`config.mk`:
```
export PLATFORM = sky130hd
export DESIGN_NAME = cello_tt_sweep_ctrl
export DESIGN_NICKNAME = d
export VERILOG_FILES = /design/src/rtl/cello_tt_sweep_ctrl.sv
export SDC_FILE = /design/constraint.sdc
export NUM_CORES = 1
export LEC_CHECK = 0
export CELL_PAD_IN_SITES_DETAIL_PLACEMENT = 0
export CELL_PAD_IN_SITES_GLOBAL_PLACEMENT = 2
export CORE_AREA = 2 2 63 88
export CTS_BUF_LIST = sky130_fd_sc_hd__clkbuf_8 sky130_fd_sc_hd__clkbuf_16
export DETAILED_ROUTE_END_ITERATION = 10
export DIE_AREA = 0 0 65 90
export PLACE_DENSITY_LB_ADDON = 0.1
export SETUP_SLACK_MARGIN = 0.2
export SYNTH_ARGS = -nofsm -noshare
export SYNTH_HDL_FRONTEND = slang
export SYNTH_SLANG_ARGS = --single-unit
```
`constraint.sdc`:
```
create_clock -name clk -period 3.2 [get_ports clk]
set_input_delay 0.64 -clock clk [delete_from_list [all_inputs] [get_ports clk]]
set_output_delay 0.64 -clock clk [all_outputs]
set_load 0.02 [all_outputs]
```
`src/rtl/cello_tt_sweep_ctrl.sv`:
```
// cello_tt_sweep_ctrl
// Sweeps every input row of a small combinational gate netlist. Each row is
// held for SETTLE_CYCLES cycles and then sampled for one cycle. The observed
// truth table is then compared against TRUTH_TABLE.
// Truth tables are MSB-first: row r lives in bit (2**N_IN-1-r).
//
// Ports:
//   clk       single clock
//   rst       asynchronous active-high reset
//   start     request a sweep (accepted in IDLE only)
//   abort     cancel a sweep at once; wins over start
//   dut_in    input vector driven to the netlist (= current row index)
//   dut_out   netlist output, asynchronous to clk (2-flop synchronised)
//   busy      sweep in progress
//   done      one-cycle pulse on sweep completion (never on abort)
//   pass      observed matches TRUTH_TABLE (valid from done onward)
//   observed  collected truth table
//   mismatch  observed XOR TRUTH_TABLE
module cello_tt_sweep_ctrl #(
    parameter int                   N_IN          = 3,
    parameter logic [(2**N_IN)-1:0] TRUTH_TABLE   = 8'h61,
    parameter int                   SETTLE_CYCLES = 16,
    parameter int                   CNT_W         = 8
) (
    input  logic                   clk,
    input  logic                   rst,
    input  logic                   start,
    input  logic                   abort,
    output logic [N_IN-1:0]        dut_in,
    input  logic                   dut_out,
    output logic                   busy,
    output logic                   done,
    output logic                   pass,
    output logic [(2**N_IN)-1:0]   observed,
    output logic [(2**N_IN)-1:0]   mismatch
);

    localparam logic [N_IN-1:0]  ROW_LAST = {N_IN{1'b1}};
    localparam logic [CNT_W-1:0] CNT_LAST = CNT_W'(SETTLE_CYCLES - 1);

    // Reject parameter sets that cannot work.
    generate
        if (SETTLE_CYCLES < 3) begin : g_bad_settle
            $error("cello_tt_sweep_ctrl: SETTLE_CYCLES must be >= 3");
        end
        if ((2**CNT_W) < SETTLE_CYCLES) begin : g_bad_cnt_w
            $error("cello_tt_sweep_ctrl: CNT_W too small for SETTLE_CYCLES");
        end
        if ((N_IN < 1) || (N_IN > 4)) begin : g_bad_n_in
            $error("cello_tt_sweep_ctrl: N_IN must be in 1..4");
        end
    endgenerate

    typedef enum logic [1:0] {
        ST_IDLE   = 2'd0,
        ST_SETTLE = 2'd1,
        ST_SAMPLE = 2'd2,
        ST_DONE   = 2'd3
    } state_t;

    state_t                 state_r, state_s;
    logic [N_IN-1:0]        row_r, row_s;
    logic [CNT_W-1:0]       cnt_r, cnt_s;
    logic                   sync1_r, sync2_r;
    logic [N_IN-1:0]        dut_in_s;
    logic                   busy_s, done_s, pass_s;
    logic [(2**N_IN)-1:0]   observed_s, mismatch_s;

    // Two-flop synchroniser for the asynchronous netlist output.
    always_ff @(posedge clk or posedge rst) begin
        if (rst) begin
            sync1_r <= 1'b0;
            sync2_r <= 1'b0;
        end else begin
            sync1_r <= dut_out;
            sync2_r <= sync1_r;
        end
    end

    // Next-state and next-output logic. Every output is registered, so
    // dut_in changes only on a clock edge, once per row.
    always_comb begin
        state_s    = state_r;
        row_s      = row_r;
        cnt_s      = cnt_r;
        dut_in_s   = dut_in;
        busy_s     = busy;
        done_s     = 1'b0;
        pass_s     = pass;
        observed_s = observed;
        mismatch_s = mismatch;

        if (abort) begin
            state_s    = ST_IDLE;
            row_s      = '0;
            cnt_s      = '0;
            dut_in_s   = '0;
            busy_s     = 1'b0;
            pass_s     = 1'b0;
            observed_s = '0;
            mismatch_s = '0;
        end else begin
            case (state_r)
                ST_IDLE: begin
                    busy_s   = 1'b0;
                    dut_in_s = '0;
                    if (start) begin
                        state_s    = ST_SETTLE;
                        row_s      = '0;
                        cnt_s      = '0;
                        observed_s = '0;
                        mismatch_s = '0;
                        pass_s     = 1'b0;
                        busy_s     = 1'b1;
                    end else begin
                        state_s = ST_IDLE;
                    end
                end
                ST_SETTLE: begin
                    busy_s   = 1'b1;
                    dut_in_s = row_r;
                    cnt_s    = cnt_r + CNT_W'(1);
                    if (cnt_r == CNT_LAST) begin
                        state_s = ST_SAMPLE;
                    end else begin
                        state_s = ST_SETTLE;
                    end
                end
                ST_SAMPLE: begin
                    // ~row_r is the MSB-first bit position of this row.
                    observed_s[~row_r] = sync2_r;
                    if (row_r == ROW_LAST) begin
                        state_s    = ST_DONE;
                        done_s     = 1'b1;
                        busy_s     = 1'b0;
                        dut_in_s   = '0;
                        mismatch_s = observed_s ^ TRUTH_TABLE;
                        pass_s     = (observed_s == TRUTH_TABLE);
                    end else begin
                        state_s  = ST_SETTLE;
                        row_s    = row_r + N_IN'(1);
                        cnt_s    = '0;
                        dut_in_s = row_r + N_IN'(1);
                    end
                end
                ST_DONE: begin
                    state_s  = ST_IDLE;
                    busy_s   = 1'b0;
                    dut_in_s = '0;
                end
                default: begin
                    state_s    = ST_IDLE;
                    row_s      = '0;
                    cnt_s      = '0;
                    dut_in_s   = '0;
                    busy_s     = 1'b0;
                    pass_s     = 1'b0;
                    observed_s = '0;
                    mismatch_s = '0;
                end
            endcase
        end
    end

    // State and registered-output update.
    always_ff @(posedge clk or posedge rst) begin
        if (rst) begin
            state_r  <= ST_IDLE;
            row_r    <= '0;
            cnt_r    <= '0;
            dut_in   <= '0;
            busy     <= 1'b0;
            done     <= 1'b0;
            pass     <= 1'b0;
            observed <= '0;
            mismatch <= '0;
        end else begin
            state_r  <= state_s;
            row_r    <= row_s;
            cnt_r    <= cnt_s;
            dut_in   <= dut_in_s;
            busy     <= busy_s;
            done     <= done_s;
            pass     <= pass_s;
            observed <= observed_s;
            mismatch <= mismatch_s;
        end
    end

endmodule

```
==> metrics.log <==
[metrics] final critical-path share of the clock period: 69.99%
[metrics] worst-skew pair later-pin latency: 0.28 ns
[metrics] average cell area after synthesis: 10.15 µm²
[metrics] WHS Path Cells: 0
[metrics] PD cells: 430.9 nW/µm²
[metrics] Post-Layout Cell Count: 268
[metrics] Critical-path top delay cell: sky130_fd_sc_hd__dfrtp_1
[metrics] Min-Delay Path Class: reg2reg
[metrics] Detailed Route WL: 4268 µm
[metrics] proportion of power drawn by flip-flops and latches: 50.8%
[metrics] number of flops mapped to enable cells by yosys: 0
[metrics] Ant. Diodes: 0
[metrics] count of distinct cell types in the synthesized netlist: 34
[metrics] number of placement rows: 31
[metrics] count of mapped cells out of synthesis: 173
[metrics] Synth async-reset ratio: 100.0%
[metrics] number of placed I/O pins: 27
[metrics] cell repeated most along the worst path: sky130_fd_sc_hd__ha_1
[metrics] effective utilization at floorplan: 34.55%
[metrics] post-layout min period: 2.240 ns
[metrics] share of total power consumed by net switching: 21.33%
[metrics] detailed-route vias per instance: 5.052
[metrics] accumulated negative setup slack: 0 ns
[metrics] maximum operating frequency: 446.5 MHz
[metrics] number of antenna violations at the first check in global routing: 0
[metrics] global-route wire length before repair: 7120 µm
[metrics] CTS Buf Count: 5
[metrics] Stages on worst setup path: 6
[metrics] sink count of the clock tree: 37
[metrics] Bufs on Longest Clock Path: 2
[metrics] total internal power: 0.7406 mW
[metrics] setup repair after global routing missed its margin: false
[metrics] vertical extent of the die: 90 µm
[metrics] final setup violation count: 0
[metrics] gr ovfl total: 0
[metrics] combinational cell fraction of total power: 5.5%
[metrics] Final WS setup: 0.9604 ns
[metrics] routed length per instance: 15.93 µm
[metrics] switching power of the nets: 0.2008 mW
[metrics] number of flip-flops and latches in the synthesized netlist: 37
[metrics] post-synth net total: 181
[metrics] Max Clock Skew: 0.002929 ns
[metrics] aggregate global-route resource usage: 16.12%
[metrics] input/output buffers: 26
[metrics] first-pass iteration count of the detailed router: 4
[metrics] violation count after the first detailed-routing iteration: 61
[metrics] Seq/Total Area, Yosys: 52.74%
[metrics] CTS tree: yes
[metrics] worst-case headroom to the max-slew limit: 60.21%
[metrics] Hold Vio Cnt, Final: 0
[metrics] area inside the core boundary: 5081 µm²
[metrics] required time of the critical path: 3.37 ns
[metrics] maximum number of pins on one net before global-route repair: 38
[metrics] remaining number of nets flagged by the antenna check after routing: 0
[metrics] Post-Route Hold Slack: 0.3525 ns
[metrics] peak supply drop: 0.2230 mV
[metrics] Max-Cap Viols: 0
[metrics] gpl congestion: 0.7609
[metrics] Critical Path Source Type: flop
[metrics] hold bufs inserted after CTS: 0
[metrics] drt drc: 0
[metrics] leakage power: 0.9585 nW
[metrics] Worst Tran Pin Value: 0.5969 ns
[metrics] pins over their slew limit: 0
[metrics] capturing element type of the critical path: flop
[metrics] post-CTS clock slew at the launch and capture registers of the worst setup and hold paths: 0.07 ns
[metrics] total number of nets in the final design: 209
[metrics] Crit path buffers/inverters: 0
[metrics] endpoint arrival time on the critical path: 2.41 ns
[metrics] category of the most critical setup path: reg2reg
[metrics] CTS resizes: 0
[metrics] master cell of the clock root buffer: sky130_fd_sc_hd__clkbuf_8
[metrics] result of the run: finished, final reports clean
[metrics] die width: 65 µm
[metrics] Layout Area Growth over Synthesis: 24.45%
[metrics] via count of the first global-routing pass: 1411
[metrics] number of warnings issued by yosys: 0
[metrics] dpl ws: 0.8025 ns
[metrics] ratio of cells with drive above 1 in the final layout: 10.89%
[metrics] depth of the worst register-to-register path: 6
[metrics] Crit path max-delay family: compound AO/OA/AOI/OAI gates
[metrics] Setup Buffers After CTS: 0
[metrics] half-perimeter wire length of the detailed placement result: 3020 µm
[metrics] Worst Path Max Fanout: 11
[metrics] Via Count: 1354
[metrics] Finished Core Util: 42.99%
[metrics] maximum cell stage delay along the critical path: 0.51 ns
[metrics] Synth Cell Area: 1755 µm²
[metrics] most common flop cell mapped by yosys: sky130_fd_sc_hd__dfrtp_1
[metrics] number of levels in the clock H-tree: 2
[metrics] cell count after placement: 260
[metrics] list of cells traversed by the critical path: ha_1, ha_1, mux2_2, a21oi_2, nand4bb_1, o31ai_1
[metrics] Die Footprint: 5850 µm²
[metrics] Clock Power Share: 43.7%
-- cell usage after synthesis (all sizes together), types with 3 or more instances --
cell type | count | area [µm²]
clkbuf | 3 | 11.26
dfrtp | 37 | 925.9
a22o | 4 | 35.03
nand2 | 27 | 101.4
buf | 6 | 48.79
o31ai | 3 | 22.52
a21oi | 8 | 47.55
inv | 4 | 15.01
o21ai | 26 | 133.9
ha | 3 | 37.54
nor3 | 3 | 15.01
nor2 | 12 | 50.05
nand3 | 4 | 20.02
nor3b | 4 | 35.03
nand4bb | 3 | 33.78
nand3b | 3 | 22.52
mux2i | 8 | 80.08
-- path summary, 6_finish.rpt --
check	startpoint	to	slack, ns
min in group asynchronous	rst	sync2_r	0.77
setup reg to reg	row_r[1]	pass	0.96
setup / recovery	row_r[1]	pass	0.96
max in group asynchronous	rst	cnt_r[1]	2.10
hold / removal	sync1_r	sync2_r	0.35
hold reg to reg	sync1_r	sync2_r	0.35
-- state kept, by name, summed over array words and instances (netlist names), 2 cells and up --
name and flops:
state_r 2, mismatch 8, cnt_r 8, observed 8, dut_in 3, row_r 3
-- logic make-up after synthesis --
logic type,after synthesis,share of synthesized area [%]
buffers and inverters,13,4.276
DFF,37,52.74
AOI/OAI and AO/OA,44,15.18
muxes,10,5.845
adders and majority gates,3,2.139
and+or+nand+nor,66,19.82
-- cell type report --
cell class / count / area, µm²
repair buffers: 30 / 290.3
clock inverters: 2 / 33.78
well taps: 66 / 82.58
inverters: 4 / 15.01
clock buffers: 6 / 82.58
flip-flops and latches: 37 / 925.9
fillers: 514 / 2897
multi-input cells: 123 / 754.5
-- power groups by stage --
stage | Sequential [mW] | Combinational [mW] | Clock [mW]
final | 0.478 | 0.0516 | 0.412
after global routing | 0.479 | 0.0583 | 0.451
after CTS | 0.478 | 0.0525 | 0.431
after detailed placement | 0.487 | 0.0521 | 0
after global placement | 0.487 | 0.0522 | 0
after floorplan | 0.484 | 0.0374 | 0
-- per-stage QoR --
step,power (mW),cell area [µm²]
floorplan,0.5216,1755
global placement,0.5393,2068
detailed placement,0.5394,2068
CTS,0.9611,2185
global route,0.9879,2185
finish,0.9413,2185
-- metal layers --
metal  wire length [µm]  global-route usage [%]
met3                 85                   3.379
met1               1780                   18.47
met4                102                   6.738
met5                  0                       0
met2               2299                   28.35
-- cells in the final DEF (no fill, tap or decap), types with 2 or more instances in the layout --
cell type / synthesis / final
sky130_fd_sc_hd__clkbuf_8: 0 / 6
sky130_fd_sc_hd__a21oi_1: 6 / 6
sky130_fd_sc_hd__clkdlybuf4s50_1: 0 / 26
sky130_fd_sc_hd__nand2_1: 27 / 27
sky130_fd_sc_hd__mux2_2: 2 / 2
sky130_fd_sc_hd__o21ai_0: 25 / 25
sky130_fd_sc_hd__a21oi_2: 2 / 2
sky130_fd_sc_hd__nand3_1: 4 / 4
sky130_fd_sc_hd__or4_1: 2 / 2
sky130_fd_sc_hd__nor3b_1: 3 / 3
sky130_fd_sc_hd__nor2_1: 10 / 10
sky130_fd_sc_hd__nor3_1: 3 / 3
sky130_fd_sc_hd__mux2i_1: 8 / 8
sky130_fd_sc_hd__nor2_2: 2 / 2
sky130_fd_sc_hd__o31ai_1: 3 / 3
sky130_fd_sc_hd__dfrtp_1: 37 / 37
sky130_fd_sc_hd__a22o_1: 4 / 4
sky130_fd_sc_hd__nand4bb_1: 3 / 3
sky130_fd_sc_hd__nand3b_1: 3 / 3
sky130_fd_sc_hd__buf_4: 0 / 4
sky130_fd_sc_hd__ha_1: 3 / 3
sky130_fd_sc_hd__or3_1: 2 / 2
sky130_fd_sc_hd__inv_1: 4 / 5
Note: power is estimated with default switching activity, not from simulation.
